==> src/rtl/mem_arbiter_if.sv <==
// mem_arbiter_if: icache/LSB request-response bus plus the byte-wide RAM port.
interface mem_arbiter_if;
    // icache fetch channel
    logic        ic_req;
    logic [31:0] ic_addr;
    logic        ic_valid;
    logic [31:0] ic_data;

    // load/store channel
    logic        ls_req;
    logic        ls_wr;
    logic [31:0] ls_addr;
    logic [1:0]  ls_size;
    logic [31:0] ls_wdata;
    logic        ls_done;
    logic [31:0] ls_rdata;

    // control and RAM port
    logic        clr;
    logic        io_buffer_full;
    logic [31:0] mem_a;
    logic [7:0]  mem_dout;
    logic        mem_wr;
    logic [7:0]  mem_din;

    // Arbiter side: drives responses and the RAM port
    modport master (
        input  ic_req, ic_addr, ls_req, ls_wr, ls_addr, ls_size, ls_wdata,
        input  clr, io_buffer_full, mem_din,
        output ic_valid, ic_data, ls_done, ls_rdata, mem_a, mem_dout, mem_wr
    );

    // Client/RAM side: drives requests and read data
    modport slave (
        output ic_req, ic_addr, ls_req, ls_wr, ls_addr, ls_size, ls_wdata,
        output clr, io_buffer_full, mem_din,
        input  ic_valid, ic_data, ls_done, ls_rdata, mem_a, mem_dout, mem_wr
    );
endinterface

==> src/rtl/mem_arbiter.sv <==
// mem_arbiter: shares one byte-wide RAM between icache fetches and LSB loads/stores.
// Bytes move one per cycle; responses are one-cycle pulses; rdy low freezes everything.
// Optional MEM_ARB_IO_STALL_EN: hold store bytes to the I/O region while the UART is full.
module mem_arbiter #(
    parameter logic [1:0] IO_SEL = 2'b11
) (
    input  logic          clk_in,
    input  logic          rst_in,
    input  logic          rdy,
    mem_arbiter_if.master bus
);
    localparam int unsigned AW = 32;
    localparam int unsigned DW = 32;
    localparam int unsigned BW = 8;
    localparam int unsigned CW = 3;

    typedef enum logic [1:0] {
        S_IDLE   = 2'd0,
        S_IFETCH = 2'd1,
        S_LOAD   = 2'd2,
        S_STORE  = 2'd3
    } state_t;

    state_t        r_state, w_state;
    logic [CW-1:0] r_cnt, w_cnt;
    logic [CW-1:0] r_nbytes, w_nbytes;
    logic [AW-1:0] r_addr, w_addr;
    logic [DW-1:0] r_wdata, w_wdata;
    logic [DW-1:0] r_buf, w_buf;
    logic          r_last_ls, w_last_ls;

    logic          r_ic_valid, w_ic_valid;
    logic [DW-1:0] r_ic_data, w_ic_data;
    logic          r_ls_done, w_ls_done;
    logic [DW-1:0] r_ls_rdata, w_ls_rdata;
    logic [AW-1:0] r_mem_a, w_mem_a;
    logic [BW-1:0] r_mem_dout, w_mem_dout;
    logic          r_mem_wr, w_mem_wr;

    logic [AW-1:0] w_byte_a;
    logic [DW-1:0] w_cap_buf;
    logic [BW-1:0] w_wbyte;
    logic [CW-1:0] w_req_nbytes;
    logic          w_ic_ok;
    logic          w_ls_win;
    logic          w_stall;

    assign w_byte_a = r_addr + AW'(r_cnt);
    assign w_ic_ok  = bus.ic_req & ~bus.clr;
    assign w_ls_win = bus.ls_req & ~(w_ic_ok & r_last_ls);

`ifdef MEM_ARB_IO_STALL_EN
    assign w_stall = (w_byte_a[17:16] == IO_SEL) & bus.io_buffer_full;
`else
    logic w_unused_io;
    assign w_unused_io = &{1'b0, bus.io_buffer_full, IO_SEL};
    assign w_stall     = 1'b0;
`endif

    // Byte count of the incoming LSB request
    always_comb begin
        case (bus.ls_size)
            2'b00:   w_req_nbytes = CW'(1);
            2'b01:   w_req_nbytes = CW'(2);
            default: w_req_nbytes = CW'(4);
        endcase
    end

    // Lane steering: read byte r_cnt-1 lands in its lane, store byte r_cnt is selected
    always_comb begin
        w_cap_buf = r_buf;
        w_wbyte   = r_wdata[7:0];
        case (r_cnt)
            3'd1:    w_cap_buf[7:0]   = bus.mem_din;
            3'd2:    w_cap_buf[15:8]  = bus.mem_din;
            3'd3:    w_cap_buf[23:16] = bus.mem_din;
            3'd4:    w_cap_buf[31:24] = bus.mem_din;
            default: w_cap_buf = r_buf;
        endcase
        case (r_cnt[1:0])
            2'd0:    w_wbyte = r_wdata[7:0];
            2'd1:    w_wbyte = r_wdata[15:8];
            2'd2:    w_wbyte = r_wdata[23:16];
            default: w_wbyte = r_wdata[31:24];
        endcase
    end

    // Next state, datapath and next registered outputs
    always_comb begin
        w_state    = r_state;
        w_cnt      = r_cnt;
        w_nbytes   = r_nbytes;
        w_addr     = r_addr;
        w_wdata    = r_wdata;
        w_buf      = r_buf;
        w_last_ls  = r_last_ls;
        w_ic_valid = 1'b0;
        w_ic_data  = r_ic_data;
        w_ls_done  = 1'b0;
        w_ls_rdata = r_ls_rdata;
        w_mem_a    = '0;
        w_mem_dout = '0;
        w_mem_wr   = 1'b0;

        case (r_state)
            S_IDLE: begin
                if (w_ls_win) begin
                    w_state   = bus.ls_wr ? S_STORE : S_LOAD;
                    w_addr    = bus.ls_addr;
                    w_wdata   = bus.ls_wdata;
                    w_nbytes  = w_req_nbytes;
                    w_cnt     = '0;
                    w_buf     = '0;
                    w_last_ls = 1'b1;
                end else if (w_ic_ok) begin
                    w_state   = S_IFETCH;
                    w_addr    = bus.ic_addr;
                    w_nbytes  = CW'(4);
                    w_cnt     = '0;
                    w_buf     = '0;
                    w_last_ls = 1'b0;
                end
            end

            S_IFETCH, S_LOAD: begin
                if (r_state == S_IFETCH && bus.clr) begin
                    w_state = S_IDLE;
                    w_cnt   = '0;
                end else begin
                    if (r_cnt < r_nbytes) begin
                        w_mem_a = w_byte_a;
                    end
                    w_buf = w_cap_buf;
                    w_cnt = r_cnt + CW'(1);
                    if (r_cnt == r_nbytes) begin
                        w_state = S_IDLE;
                        if (r_state == S_IFETCH) begin
                            w_ic_valid = 1'b1;
                            w_ic_data  = w_cap_buf;
                        end else begin
                            w_ls_done  = 1'b1;
                            w_ls_rdata = w_cap_buf;
                        end
                    end
                end
            end

            S_STORE: begin
                if (!w_stall) begin
                    w_mem_a    = w_byte_a;
                    w_mem_dout = w_wbyte;
                    w_mem_wr   = 1'b1;
                    w_cnt      = r_cnt + CW'(1);
                    if (r_cnt == (r_nbytes - CW'(1))) begin
                        w_state   = S_IDLE;
                        w_ls_done = 1'b1;
                    end
                end
            end

            default: w_state = S_IDLE;
        endcase
    end

    // State, datapath and output registers; rdy low freezes all of them
    always_ff @(posedge clk_in) begin
        if (rst_in) begin
            r_state    <= S_IDLE;
            r_cnt      <= '0;
            r_nbytes   <= '0;
            r_addr     <= '0;
            r_wdata    <= '0;
            r_buf      <= '0;
            r_last_ls  <= 1'b0;
            r_ic_valid <= 1'b0;
            r_ic_data  <= '0;
            r_ls_done  <= 1'b0;
            r_ls_rdata <= '0;
            r_mem_a    <= '0;
            r_mem_dout <= '0;
            r_mem_wr   <= 1'b0;
        end else if (rdy) begin
            r_state    <= w_state;
            r_cnt      <= w_cnt;
            r_nbytes   <= w_nbytes;
            r_addr     <= w_addr;
            r_wdata    <= w_wdata;
            r_buf      <= w_buf;
            r_last_ls  <= w_last_ls;
            r_ic_valid <= w_ic_valid;
            r_ic_data  <= w_ic_data;
            r_ls_done  <= w_ls_done;
            r_ls_rdata <= w_ls_rdata;
            r_mem_a    <= w_mem_a;
            r_mem_dout <= w_mem_dout;
            r_mem_wr   <= w_mem_wr;
        end
    end

    assign bus.ic_valid = r_ic_valid;
    assign bus.ic_data  = r_ic_data;
    assign bus.ls_done  = r_ls_done;
    assign bus.ls_rdata = r_ls_rdata;
    assign bus.mem_a    = r_mem_a;
    assign bus.mem_dout = r_mem_dout;
    assign bus.mem_wr   = r_mem_wr;
endmodule

==> src/flat_wrapper.sv <==
// flat-port wrapper written by rule: the top's interface ports become plain ports
module mem_arbiter_flat 
#(
    parameter logic [1:0] IO_SEL = 2'b11
)
  (clk_in, rst_in, rdy, bus_ic_req, bus_ic_addr, bus_ls_req, bus_ls_wr, bus_ls_addr, bus_ls_size, bus_ls_wdata, bus_clr, bus_io_buffer_full, bus_mem_din, bus_ic_valid, bus_ic_data, bus_ls_done, bus_ls_rdata, bus_mem_a, bus_mem_dout, bus_mem_wr);
  mem_arbiter_if bus_i ();
  input  logic clk_in;
  input  logic rst_in;
  input  logic rdy;
  input wire logic [$bits(bus_i.ic_req)-1:0] bus_ic_req;
  input wire logic [$bits(bus_i.ic_addr)-1:0] bus_ic_addr;
  input wire logic [$bits(bus_i.ls_req)-1:0] bus_ls_req;
  input wire logic [$bits(bus_i.ls_wr)-1:0] bus_ls_wr;
  input wire logic [$bits(bus_i.ls_addr)-1:0] bus_ls_addr;
  input wire logic [$bits(bus_i.ls_size)-1:0] bus_ls_size;
  input wire logic [$bits(bus_i.ls_wdata)-1:0] bus_ls_wdata;
  input wire logic [$bits(bus_i.clr)-1:0] bus_clr;
  input wire logic [$bits(bus_i.io_buffer_full)-1:0] bus_io_buffer_full;
  input wire logic [$bits(bus_i.mem_din)-1:0] bus_mem_din;
  output wire logic [$bits(bus_i.ic_valid)-1:0] bus_ic_valid;
  output wire logic [$bits(bus_i.ic_data)-1:0] bus_ic_data;
  output wire logic [$bits(bus_i.ls_done)-1:0] bus_ls_done;
  output wire logic [$bits(bus_i.ls_rdata)-1:0] bus_ls_rdata;
  output wire logic [$bits(bus_i.mem_a)-1:0] bus_mem_a;
  output wire logic [$bits(bus_i.mem_dout)-1:0] bus_mem_dout;
  output wire logic [$bits(bus_i.mem_wr)-1:0] bus_mem_wr;
  assign bus_i.ic_req = bus_ic_req;
  assign bus_i.ic_addr = bus_ic_addr;
  assign bus_i.ls_req = bus_ls_req;
  assign bus_i.ls_wr = bus_ls_wr;
  assign bus_i.ls_addr = bus_ls_addr;
  assign bus_i.ls_size = bus_ls_size;
  assign bus_i.ls_wdata = bus_ls_wdata;
  assign bus_i.clr = bus_clr;
  assign bus_i.io_buffer_full = bus_io_buffer_full;
  assign bus_i.mem_din = bus_mem_din;
  assign bus_ic_valid = bus_i.ic_valid;
  assign bus_ic_data = bus_i.ic_data;
  assign bus_ls_done = bus_i.ls_done;
  assign bus_ls_rdata = bus_i.ls_rdata;
  assign bus_mem_a = bus_i.mem_a;
  assign bus_mem_dout = bus_i.mem_dout;
  assign bus_mem_wr = bus_i.mem_wr;
  mem_arbiter #(.IO_SEL(IO_SEL)) u_core (.clk_in(clk_in), .rst_in(rst_in), .rdy(rdy), .bus(bus_i));
endmodule
==> config.mk <==
export PLATFORM = sky130hd
export DESIGN_NAME = mem_arbiter_flat
export DESIGN_NICKNAME = d
export VERILOG_FILES = /design/src/rtl/mem_arbiter_if.sv /design/src/rtl/mem_arbiter.sv /design/src/flat_wrapper.sv
export SDC_FILE = /design/constraint.sdc
export NUM_CORES = 1
export LEC_CHECK = 0
export CAP_MARGIN = 20
export CORE_UTILIZATION = 50
export CTS_CLUSTER_DIAMETER = 50
export DETAILED_ROUTE_END_ITERATION = 16
export HOLD_SLACK_MARGIN = 0.06
export PLACE_DENSITY = 0.88
export REMOVE_ABC_BUFFERS = 1
export SETUP_SLACK_MARGIN = 0.1
export SLEW_MARGIN = 20
export SYNTH_ARGS = -nofsm -noshare
export SYNTH_HDL_FRONTEND = slang
export SYNTH_SLANG_ARGS = --single-unit
==> constraint.sdc <==
create_clock -name clk_in -period 2.5 [get_ports clk_in]
set_input_delay 0.25 -clock clk_in [delete_from_list [all_inputs] [get_ports clk_in]]
set_output_delay 0.25 -clock clk_in [all_outputs]
set_load 0.01 [all_outputs]
==> results of run 1 <==
critical path: cells and delay by family (launching register included):
family / cells / cell delay [ns]
AO/OA/AOI/OAI: 3 / 1.07
flip-flops: 1 / 0.39
adder cells (fa/ha/maj): 1 / 0.33
AND/OR/NAND/NOR: 2 / 0.31
buffers and inverters: 1 / 0.07
per-layer routing:
| metal | global-route usage | wire [microns] |
|---|---|---|
| met4 | 0.104 | 741 |
| met2 | 0.455 | 12100 |
| met3 | 0.0455 | 1790 |
| met1 | 0.334 | 10700 |
| met5 | 0 | 0 |
power by group through the flow:
stage	clock (W)	sequential (W)	combinational, W
4_1_cts	0.00338	0.00366	0.00114
3_5_place_dp	0	0.00374	0.00112
2_1_floorplan	0	0.00374	0.000526
5_1_grt	0.00352	0.00368	0.00124
6_report	0.00334	0.00367	0.00114
3_3_place_gp	0	0.00373	0.00109
worst max path at each step:
stage / startpoint / to / slack (ns) / depth (start not counted)
6_report: u_core.r_state[0] / u_core.r_buf[11] / 0.19 / 7
2_1_floorplan: u_core.r_state[0] / u_core.bus.ls_rdata[0] / -2.64 / 5
3_3_place_gp: bus_clr / u_core.r_buf[14] / 0.14 / 6
5_1_grt: u_core.r_state[0] / u_core.r_buf[11] / 0.07 / 7
3_5_place_dp: u_core.r_cnt[1] / u_core.bus.mem_a[30] / -0.003 / 7
4_1_cts: u_core.r_state[0] / u_core.r_buf[22] / 0.08 / 7
cells in the mapped netlist, types with 10 or more instances:
cell type,n,area [sq um]
dfxtp_1,212,4240
nor2_1,164,616
nand2_1,144,541
clkbuf_1,74,278
a211oi_1,65,488
a21oi_1,44,220
nand3_1,41,205
a32oi_1,33,289
a311oi_1,32,280
mux2i_1,32,320
inv_1,27,101
xnor2_1,25,219
o21ai_1,24,120
ha_1,15,188
nor3_1,14,70.1
buf_1,11,41.3
o21ai_0,10,50.1
state kept, by name, indices dropped and copies added, names as in the netlist, 2 cells and up:
register and cells:
u_core.bus.ic_data 32, u_core.bus.ls_rdata 32, u_core.bus.mem_a 32, u_core.r_addr 32, u_core.r_buf 32, u_core.r_wdata 32, u_core.bus.mem_dout 8, u_core.r_cnt 3
u_core.r_nbytes 3, u_core.r_state 2
repair_timing:
action | 4_1_cts | 5_1_grt
endpoints found under the setup margin | 21 | 36
pin swaps | 0 | 0
resized for setup | 4 | 5
gates cloned | 0 | 0
per-stage QoR:
stage | worst slack, ns | instances | utilization | hold WS (ns)
after floorplan | -2.64 | 971 | - | 0.319
after global placement | 0.140 | 1442 | 0.654 | 0.431
after detailed placement | -0.00264 | 1442 | 0.654 | 0.438
after CTS | 0.0833 | 1478 | 0.698 | 0.0785
after global routing | 0.0728 | 1478 | 0.699 | 0.0888
final | 0.194 | 1478 | 0.699 | 0.0920
kinds of logic (layout without fill, tap and decap cells):
logic type,count (synthesis),count (layout),synth area share
buffers and inverters,115,310,0.0489
XOR/XNOR,32,32,0.0328
AND/OR/NAND/NOR,405,405,0.191
flip-flops,212,212,0.471
adder cells (fa/ha/maj),16,16,0.0230
AO/OA/AOI/OAI,246,246,0.198
multiplexers,32,32,0.0355
final cells by class:
type,count,area share
Tap cell,225,0.0230
Timing Repair Buffer,246,0.201
Inverter,28,0.00860
Sequential cell,212,0.347
Clock inverter,5,0.00543
Clock buffer,31,0.0555
Multi-Input combinational cell,731,0.359
==> metrics.md, run 1 <==
| Metric | Value |
|---|---|
| Sw Share | `0.255` |
| # clock sinks | `212` |
| Relative slew slack | `0.486` |
| Clock Latency Late Sink | `0.50 ns` |
| WP data required | `2.86 ns` |
| Post-synth cell types | `46` |
| Worst Skew | `0.00947 ns` |
| Final GP Congestion | `0.844` |
| Seq pwr share | `0.450` |
| 1st-iter DRT viols | `664` |
| Final Cycle Share | `0.923` |
| DRT Pass-1 Iters | `7` |
| Commonest cells after routing, fill and taps aside | `clkdlybuf4s50_1 (218), dfxtp_1 (212), nor2_1 (162)` |
| Worst Hold Launch | `rst_in` |
| Final wirelength | `25300 microns` |
| Post-DRT Antenna Nets | `0` |
| Mapped Avg Cell Area | `8.52 sq um` |
| Worst EP arrival | `2.67 ns` |
| End of the worst hold path | `u_core.bus.ls_rdata[31]` |
| Initial antenna violation count | `0` |
| CTS tree | `yes` |
| Max Slew Vio Count | `0` |
| Worst-margin pin slew | `0.771 ns` |
| Number of synthesized flops with an enable pin | `0` |
| CP Class | `register to register` |
| FFs w/ async S/R, synth | `0` |
| Status | `complete, no violations` |
| Seq cells post-synth | `212` |
| Io pins | `221` |
| Placed cell areas | `11400 sq um` |
| Seq. cell area | `4240 sq um` |
| R2R Path End | `u_core.r_buf[11]` |
| Power per cell area | `667 nW/um^2` |
| Die height | `136 microns` |
| Reg clk slew, reported paths | `0.06 ns` |
| Cells after synthesis | `1058` |
| Tmin final | `2.31 ns` |
| Sum of negative setup slack | `0 ns` |
| Hold Crit Class | `input pin to register` |
| Vias per inst | `5.81` |
| Crit-path max FO | `8` |
| Area grow syn2layout | `35.6%` |
| All-Layer GR Usage | `0.267` |
| Die Area | `18600 sq um` |
| Fmax | `434 MHz` |
| Inserted Diodes | `0` |
| RSZ-0062 raised after global routing | `true` |
| Max stage delay on crit path | `0.62 ns` |
| Fillers | `1296` |
| Post-CTS Setup Bufs | `0` |
| CP endpoint kind | `register` |
| Vias in the first global route | `8136` |
| Mapped cell area | `9010 sq um` |
| Total global routing overflow | `0` |
| Root buffer cell | `clkbuf_16` |
| Maximum VDD drop | `0.572 mV` |
| Final setup viols | `0` |
| First-pass GRT wire length | `40000 microns` |
| Worst reg2reg path depth | `7` |
| CP max stage cell | `a21oi_1` |
| Seq/Total Area, Yosys | `0.471` |
| Sw Pwr | `0.00208 W` |
| Combinational share of power | `0.140` |
| R2r setup slk | `0.19 ns` |
| Largest net degree at the start of global routing | `135` |
| Total Power | `0.00815 W` |
| H-tree depth | `1` |
| Port bufs | `219` |
| Post-route cell area | `12200 sq um` |
| Startpoint Class | `register` |
| Post-DP HPWL | `16900 microns` |
| Die width | `136 microns` |
| Detailed-route DRC error count | `0` |
| Initial cell density of the core | `0.516` |
| R2R Path Start | `u_core.r_state[0]` |
| Final hold vios | `0` |
| P_leak | `4.09 nW` |
| Multi-input gate area | `4380 sq um` |
| Most used DFF post-synth | `dfxtp_1` |
| P_int | `0.00608 W` |
| Hold-fix buffers, CTS | `0` |
| Commonest non-fill, non-tap cell in the layout | `clkdlybuf4s50_1` |
| # nets final | `1373` |
| Row count | `48` |
| Warning count from the yosys run | `0` |
| Cts bufs inserted | `24` |
| Hold depth | `2` |
| Worst-case clock buffer depth | `3` |
| DR vias | `8580` |
| Drt wl/cell | `17.1 microns` |
| Core area | `17500 sq um` |
| Layout cells sized above 1 | `0.0599` |
| Max Cap Violations | `0` |
| CP cell instances | `inv_1 > ha_1 > a21boi_1 > a21oi_1 > nor3_2 > a32oi_1 > nor2_1` |
| Clock network fraction of total power | `0.410` |
Note: power is estimated with default switching activity, not from simulation.
==> run 2: changes to the inputs <==
==> constraint.sdc (replaced) <==
create_clock -name clk_in -period 2.5 [get_ports clk_in]
set_input_delay 0.5 -clock clk_in [delete_from_list [all_inputs] [get_ports clk_in]]
set_output_delay 0.5 -clock clk_in [all_outputs]
set_load 0.01 [all_outputs]
==> run 2 against run 1 <==
Against the previous run:
- final cell count rose by 0.61%
- sequential cell count stayed put
- global-route usage shrank 0.25 points
- critical path depth unchanged
- fmax decreased by 1.4%
- die area stayed put
- via count fell by 0.48%
- critical path type unchanged
- critical endpoint is now u_core.r_buf[27]
- highest routed layer unchanged
==> metrics.md, run 2 (synthesized netlist as in run 1, its figures left out) <==
| Metric | Value |
|---|---|
| Status | `complete, no violations` |
| Max Slew Vio Count | `0 (unchanged)` |
| Root buffer cell | `clkbuf_16` |
| Max stage delay on crit path | `0.67 ns (+0.05 ns)` |
| Drt wl/cell | `16.8 microns (-1.8%)` |
| Row count | `48 (unchanged)` |
| Met3 GRT Util | `0.0451 (-0.000373)` |
| Hold depth | `2 (unchanged)` |
| Commonest non-fill, non-tap cell in the layout | `clkdlybuf4s50_1` |
| Worst Hold Launch | `rst_in` |
| Fin worst setup slack | `0.161 ns (-0.0324 ns)` |
| CP endpoint kind | `register` |
| R2r setup slk | `0.16 ns (-0.03 ns)` |
| Clock Latency Late Sink | `0.52 ns (+0.02 ns)` |
| Post-CTS sizing | `1 (-3)` |
| Relative slew slack | `0.438 (-0.0486)` |
| Vias in the first global route | `8150 (+0.17%)` |
| Pre-CTS WS | `-0.0772 ns (-0.0746 ns)` |
| Fillers | `1306 (+0.77%)` |
| Worst EP arrival | `2.70 ns (+0.03 ns)` |
| Final GP Congestion | `0.880 (+4.3%)` |
| CP Class | `register to register` |
| DRT Pass-1 Iters | `5 (-2)` |
| Commonest cells after routing, fill and taps aside | `clkdlybuf4s50_1 (218), dfxtp_1 (211), nor2_1 (162)` |
| Post-CTS Setup Bufs | `0 (unchanged)` |
| Final Cycle Share | `0.936 (+0.0130)` |
| CP cell instances | `inv_1 > ha_1 > a21boi_1 > a21oi_1 > nor3_2 > a32oi_1 > nor2_1` |
| # nets final | `1374 (+0.073%)` |
| Worst-case clock buffer depth | `3 (unchanged)` |
| Worst-margin pin slew | `0.844 ns (+0.0729 ns)` |
| Met1 Usage GRT | `0.336 (+0.00171)` |
| Fmax | `428 MHz (-1.4%)` |
| R2R Path End | `u_core.r_buf[27]` |
| P_leak | `4.14 nW (+1.1%)` |
| R2R Path Start | `u_core.r_state[0]` |
| H-tree depth | `1 (unchanged)` |
| Reg clk slew, reported paths | `0.06 ns (about the same)` |
| Layout cells sized above 1 | `0.0650 (+0.00512)` |
| DR vias | `8539 (-0.48%)` |
| End of the worst hold path | `u_core.r_cnt[1]` |
| All-Layer GR Usage | `0.265 (-0.00249)` |
| Vias per inst | `5.74 (-1.1%)` |
| Final std cells w/o fill | `1487 (+0.61%)` |
| Port bufs | `219 (unchanged)` |
| CTS tree | `yes` |
| Placed cells | `1443 (+0.069%)` |
| RSZ-0062 raised after global routing | `true` |
| Most crowded layer after global routing | `met2` |
| Core area | `17500 sq um (unchanged)` |
| Die width | `136 microns (unchanged)` |
| Initial antenna violation count | `0 (unchanged)` |
| GR Util met2 | `0.449 (-0.00677)` |
| Tmin final | `2.34 ns (+0.0324 ns)` |
| Sum of negative setup slack | `0 ns (unchanged)` |
| First-pass GRT wire length | `39800 microns (-0.43%)` |
| Crit-path max FO | `8 (unchanged)` |
| CP max stage cell | `a21oi_1` |
| Max Cap Violations | `0 (unchanged)` |
| Inserted Diodes | `0 (unchanged)` |
| Detailed-route DRC error count | `0 (unchanged)` |
| Placed cell areas | `11500 sq um (+0.50%)` |
| Worst reg2reg path depth | `7 (unchanged)` |
| Total global routing overflow | `0 (unchanged)` |
| 1st-iter DRT viols | `568 (-14%)` |
| Power per cell area | `667 nW/um^2 (about the same)` |
| # clock sinks | `212 (unchanged)` |
| Final wirelength | `25000 microns (-1.2%)` |
| Post-route cell area | `12300 sq um (+0.75%)` |
| Cts bufs inserted | `24 (unchanged)` |
| Startpoint Class | `register` |
| WP data required | `2.87 ns (about the same)` |
| Die Area | `18600 sq um (unchanged)` |
| Io pins | `221 (unchanged)` |
| Initial cell density of the core | `0.516 (unchanged)` |
| Die height | `136 microns (unchanged)` |
| Final hold vios | `0 (unchanged)` |
| Hold Crit Class | `input pin to register` |
| Worst Skew | `0.0201 ns (+0.0107 ns)` |
| Post-DP HPWL | `16900 microns (about the same)` |
| Largest net degree at the start of global routing | `127 (-5.9%)` |
| Hold-fix buffers, CTS | `0 (unchanged)` |
| Final setup viols | `0 (unchanged)` |
| Area grow syn2layout | `36.6%` |
| Post-DRT Antenna Nets | `0 (unchanged)` |
| Final Util | `0.704 (+0.00523)` |
| Maximum VDD drop | `0.518 mV (-9.5%)` |
## run 2: cell count changes in the layout (fill, tap and decap cells not counted), sizes merged
cell | previous run | this run
clkinv | 1 | 8
buf | 28 | 29
clkbuf | 31 | 32
## run 2: layout make-up
class / count / area (sq um) / share of cell area
timing repair buffer: 247 / 2520 / 0.204
tap: 225 / 282 / 0.0229
inverter: 28 / 105 / 0.00854
clock buffer: 32 / 661 / 0.0537
sequential: 212 / 4250 / 0.345
clock inverter: 12 / 118 / 0.00956
multi-input combinational: 731 / 4380 / 0.356
## run 2: per-layer routing
metal | part of all wire | vias up
li1 | - | 4147
met1 | 0.43 | 4034
met2 | 0.48 | 303
met3 | 0.060 | 55
met4 | 0.029 | 0
met5 | 0 | -
## run 2: stage by stage
step                      hold WS (ns)  power [W]
after floorplan                  0.430    0.00427
after global placement           0.431    0.00484
after detailed placement         0.437    0.00488
after CTS                        0.392    0.00825
after global routing             0.433    0.00853
final                            0.410    0.00821
## run 2: critical path, delay by kind of cell (launching register included)
kind | cells | cell delay, ns
buffers and inverters | 1 | 0.06
flip-flops | 1 | 0.40
AND/OR/NAND/NOR | 2 | 0.30
adder cells (fa/ha/maj) | 1 | 0.32
AO/OA/AOI/OAI | 3 | 1.10
## run 2: worst max-delay path by stage
stage / start / endpoint / slack, ns / cells past startpoint
after floorplan: u_core.r_state[0] / u_core.bus.ls_rdata[0] / -2.64 / 5
after global placement: bus_clr / u_core.r_buf[14] / -0.07 / 7
after detailed placement: bus_ic_req / u_core.r_buf[26] / -0.08 / 7
after CTS: u_core.r_cnt[1] / u_core.bus.mem_a[24] / 0.12 / 7
after global routing: u_core.r_state[0] / u_core.r_buf[27] / -0.02 / 7
final: u_core.r_state[0] / u_core.r_buf[27] / 0.16 / 7
## run 2: where the power goes
| group | internal, W | switching (W) | leakage [nW] |
|---|---|---|---|
| sequential | 0.00354 | 0.000129 | 1.72 |
| clock | 0.00199 | 0.00140 | 0.384 |
| combinational | 0.000553 | 0.000608 | 2.03 |
| total | 0.00608 | 0.00213 | 4.14 |
